--- src/rtl/rss0.sv ---
// Third-order CIC decimator (M=1) for the PDM microphone path.
// Integrators run on every enabled sample; combs run once per R enabled samples.
module rss0 #(
  parameter int N     = 16,
  parameter int R     = 10,
  parameter int W     = 26,
  parameter int SHIFT = 0
) (
  input  logic                clk,
  input  logic                rst,
  input  logic                we,
  input  logic                Ctrl,
  input  logic signed [N-1:0] data_in,
  output logic signed [N-1:0] data_out
);

  localparam int CW = (R > 1) ? $clog2(R) : 1;

  logic                en;
  logic                strobe;
  logic [CW-1:0]       cnt;
  logic signed [W-1:0] sum1, sum2, sum3;
  logic signed [W-1:0] d1, d2, d3;
  logic signed [W-1:0] c1, c2, c3;
  logic signed [W-1:0] din_ext;

  assign en      = we & Ctrl;
  assign strobe  = en && (cnt == CW'(R - 1));
  assign din_ext = {{(W-N){data_in[N-1]}}, data_in};

  // Wrap-around in the integrators is undone exactly by the modular combs.
  always_comb begin
    c1 = sum3 - d1;
    c2 = c1 - d2;
    c3 = c2 - d3;
  end

  always_ff @(posedge clk or posedge rst) begin
    if (rst) begin
      sum1     <= '0;
      sum2     <= '0;
      sum3     <= '0;
      cnt      <= '0;
      d1       <= '0;
      d2       <= '0;
      d3       <= '0;
      data_out <= '0;
    end else if (en) begin
      sum1 <= sum1 + din_ext;
      sum2 <= sum2 + sum1;
      sum3 <= sum3 + sum2;
      cnt  <= strobe ? '0 : cnt + 1'b1;
      if (strobe) begin
        d1       <= sum3;
        d2       <= c1;
        d3       <= c2;
        data_out <= N'(c3 >>> SHIFT);
      end
    end
  end

endmodule

--- config.mk ---
export PLATFORM = sky130hd
export DESIGN_NAME = rss0
export DESIGN_NICKNAME = d
export VERILOG_FILES = /design/src/rtl/rss0.sv
export SDC_FILE = /design/constraint.sdc
export NUM_CORES = 1
export LEC_CHECK = 0
export CAP_MARGIN = 5
export CELL_PAD_IN_SITES_DETAIL_PLACEMENT = 0
export CELL_PAD_IN_SITES_GLOBAL_PLACEMENT = 1
export CORE_AREA = 2 2 121 147
export CTS_CLUSTER_SIZE = 10
export DETAILED_ROUTE_END_ITERATION = 16
export DIE_AREA = 0 0 123 149
export PLACE_DENSITY = 0.84
export REMOVE_ABC_BUFFERS = 1
export SYNTH_ARGS = -nofsm -noshare
export SYNTH_HDL_FRONTEND = slang
export SYNTH_SLANG_ARGS = --single-unit
--- constraint.sdc ---
create_clock -name clk -period 5.5 [get_ports clk]
set_input_delay 1.1 -clock clk [delete_from_list [all_inputs] [get_ports clk]]
set_output_delay 1.1 -clock clk [all_outputs]
set_load 0.01 [all_outputs]
Yosys cells after proc, flatten, opt, wreduce, memory -nomap -nowiden --
Index checks and enable logic that the tools add are counted.
Word-level totals: register bits 146, latch bits 0, RAM bits 0, ROM bits 0, input port bits 20, output and inout port bits 16, memories kept 0
Cells by class: add/subtract/negate cells 7, multipliers 0, div/mod/pow operators 0, order comparisons 0, equal/unequal tests 1, shift operators 0, muxes and demuxes 1, bitwise gates (word level) 1, reduce and logical (&&, ||, !) cells 2
Operator list (count):
- 26-bit adder | 2
- 16-bit subtractor | 3
- 26-bit by 16-bit adder with 26-bit output | 1
- 4-bit by 1-bit adder with 4-bit output, second input constant | 1
- 4-bit equality test, second input constant | 1
- 4-bit 2-to-1 mux | 1
- 2-bit AND reduction | 1
- 1-bit bitwise AND | 1
- 1-bit logical AND | 1

Logic depth before layout (Yosys ltp) --
word-level depth 3, gate-level depth with buffers 25, gate-level depth less buffers 25

Least setup slack after synthesis --
Ideal clock, no wire load.
path kind reg2reg, from register sum3[0], to register data_out[14], library setup time 0.133 ns, arrival 4.413 ns, data required time 5.367 ns, path slack 0.954 ns, cell stages (with the launch flop) 24, buffers on the path 0, clock period less this slack 4.546 ns, path through dfrtp_1 > inv_1 > ha_1 > fa_1 > nor2b_1 > o21ai_0 > nand2b_1 > a21o_1 > a21oi_1 > o21bai_1 > a21oi_1 > xnor2_1 > ha_1 > nor2b_1 > a311o_2 > xor2_1 > ha_1 > and2_1 > o21ai_0 > o31ai_1 > or4_1 > a31oi_1 > xor2_1 > o21ai_0
Between the ends: longest elaborated chain between the ends 3
RTL lines:
- from (decl) | line 22 | logic signed [W-1:0] sum1, sum2, sum3;
- from (signal assigned) | line 51 | sum3 <= sum3 + sum2;
- 16-bit subtractor | line 33 | c1 = sum3 - d1;
- named net c1[8] | line 24 | logic signed [W-1:0] c1, c2, c3;
- 16-bit subtractor | line 34 | c2 = c1 - d2;
- named net c2[9] | line 24
- 16-bit subtractor | line 35 | c3 = c2 - d3;
- to (signal assigned) | line 57 | data_out <= N'(c3 >>> SHIFT);
- to (decl) | line 14 | output logic signed [N-1:0] data_out
The timed path passes the listed nets, and every way through them passes these cells. A chain may end at the register's enable or synchronous reset.

Worst setup path after layout --
Ends and elaborated chain as after synthesis.

==> metrics <==
status=completed; Post-DP HPWL=10,100 µm; DRC viols=0; CP Cell Sequence=inv_1 > ha_1 > fa_1 > nor2b_1 > o21ai_0 > nand2b_1 > a21o_1 > a21oi_1 > o21bai_1 > a21oi_1 > xnor2_1 > ha_1 > nor2b_1 > a311o_2 > xor2_1 > ha_1 > and2_1 > o21ai_0 > o31ai_1 > or4_1 > a31oi_1 > xor2_1 > o21ai_0; Setup crit end kind=register; post_cts resized=0; drt initial violations=between 200 and 250; Placed Cells=1,149; Final Cycle Share=between 80% and 90%; Worst Hold Class=register to register; # IOs=36; Cells after Synth=just over 900; Die Y=roughly 150 µm; Rows=between 50 and 60; synth warn=0; Total Wirelength=~14,000 µm; H-tree lvl count=4; Final min period=4940 ps; Die X=123 µm; worst slew pin tran=approximately 960 ps; Post-CTS Setup Bufs=0; Setup-failing EPs final=0; Via Count=approximately 6,000; worst skew pair latency=~410 ps; Worst Hold Launch=data_out[7]; hold_buf cts=0; clk buf depth=2; Synth area leader=dfrtp_1; GP Congestion=a little over 0.8; WL/cell=between 10 and 15 µm; fin cells=around 1,200; CTS buffer count=17; RSZ-0062 raised after global routing=false; synthesized cell area=8020 µm²; Synth area leaders=dfrtp_1 (36%), ha_1 (14%), o21ai_0 (7.2%); max_cap viols=0; WP depth=23; CTS root buffer=clkbuf_16; largest net degree at the start of global routing=98; area delta synth->final=14.3%; gr ovfl total=0; Slew Limit Fails=0; Vias/cell=between 5 and 6; die area=18,300 µm²; arrival time at the worst endpoint=5220 ps; Tot GR Track Use=between 10% and 20%; initial antenna violation count=0; TritonCTS clock tree=done; share of layout cells above drive strength 1=under 10%; number of synthesized flops with an enable pin=0; core area=roughly 17,000 µm²; dominant synthesized flop cell=dfrtp_1; IO Port Bufs=35; syn avg cell area=8.79 µm²; maximum clock frequency=a little over 200 MHz; antenna cells=0; Min-Delay Path Depth=2; fillcell total=1,608; first-pass GRT wire length=25,500 µm; crit path kind=register to register; top-count cell post-synth=nand2_1; CP max stage delay=between 400 and 500 ps; Critical Path RT=5780 ps; Setup Skew=5.96 ps; CP Max Fanout=5; startpoint types=register; library cells used by synthesis=between 50 and 60; vias in the first global route=between 5,000 and 6,000; R2R depth=23; async set-reset flop share out of synthesis=between 90% and 100%; Max-slew headroom=between 30 and 40%; clock sink count=116; final hold vios=0; First-pass DRT Iterations=4; Post-synth top cells=nand2_1 (135), dfrtp_1 (116), o21ai_0 (115); CP bufs+invs=1; CP startpoint=sum3[0]; antenna viol nets, final=0; share of the synthesized area in the top cell type=approximately 36%; Initial Utilization=46.9%; CP delay by family, top=compound AO/OA/AOI/OAI gates; clock transition at the registers of the reported paths=approximately 50 ps; FF+latch count, synth=between 100 and 150; nets@finish=~1,100; Crit-path slowest cell=or4_1; Reg2Reg Launch Point=sum3[0]; sequential area share after synthesis=around 36%
==> registers in the layout, summed over array words and instances (netlist names) <==
signal	count
d1	16
cnt	4
d3	16
sum2	16
sum1	16
d2	16
sum3	16
data_out	16
==> layout make-up <==
type | instances | area, µm² | area share, %
inverter | 79 | 299 | 3.26
sequential | 116 | 2900 | 31.7
clock inverter | 5 | 75.1 | 0.819
tap | 220 | 275 | 3.00
multi-input combinational | 694 | 4740 | 51.7
timing repair buffer | 40 | 388 | 4.23
clock buffer | 25 | 485 | 5.30
==> worst paths after layout <==
check,to,slack (ps)
worst max-delay path,data_out[14],560
worst min-delay path,data_out[7],470
worst max register to register,data_out[14],560
worst min register to register,data_out[7],470
max in group asynchronous,d1[3],3410
min in group asynchronous,d2[0],1100
==> worst min-delay path, stage by stage, from the launching register on <==
cell and delay [ps]:
dfrtp_1 330, nand2_1 50, o21ai_0 60
==> cell families (layout without fill, tap and decap cells) <==
kind of cell / count (synthesis) / after routing / synth area share (%)
AOI/OAI and AO/OA: 262 / 262 / 20.1
and+or+nand+nor: 251 / 251 / 13.6
DFF: 116 / 116 / 36.2
buffers and inverters: 102 / 149 / 4.77
adders and majority gates: 98 / 98 / 15.9
xor gates and xnor gates: 75 / 75 / 8.36
muxes: 8 / 8 / 1.12
==> cells in the final DEF (no fill, tap or decap), types with 8 or more instances in the layout <==
| master | count |
|---|---|
| o21a_1 | 18 |
| dfrtp_1 | 116 |
| xnor2_1 | 39 |
| ha_1 | 92 |
| xor2_1 | 35 |
| inv_1 | 78 |
| nand2_1 | 134 |
| a21o_1 | 20 |
| nor2_1 | 47 |
| clkbuf_16 | 17 |
| nor3_1 | 15 |
| nor2b_1 | 9 |
| o21ai_0 | 115 |
| nand3_1 | 14 |
| nand2b_1 | 10 |
| clkdlybuf4s50_1 | 35 |
| o31ai_1 | 13 |
| mux2_2 | 8 |
| a21oi_1 | 48 |
==> metal layers <==
layer	part of all wire, %	global-route usage, %	up-vias	wire (µm)
met5	0	0	-	0
met1	46	19.5	2718	6420
met3	2.4	4.01	20	328
li1	-	-	3221	-
met2	50	30.7	57	6900
met4	1.7	6.02	0	241
==> per-stage QoR <==
step / TNS (ps) / util (%) / hold slack (ps) / area [µm²] / setup slack, ps
4_1_cts: 0 / 53.6 / 479 / 9170 / 561
2_1_floorplan: -58620 / - / 450 / 7930 / -1480
3_3_place_gp: 0 / 50.3 / 460 / 8610 / 665
6_report: 0 / 53.6 / 472 / 9170 / 557
3_5_place_dp: 0 / 50.3 / 466 / 8610 / 582
5_1_grt: 0 / 53.6 / 501 / 9170 / 139
Power is left out: the tool's default activity adds up to more than one toggle a clock period on the data nets, which glitch-free logic cannot reach.
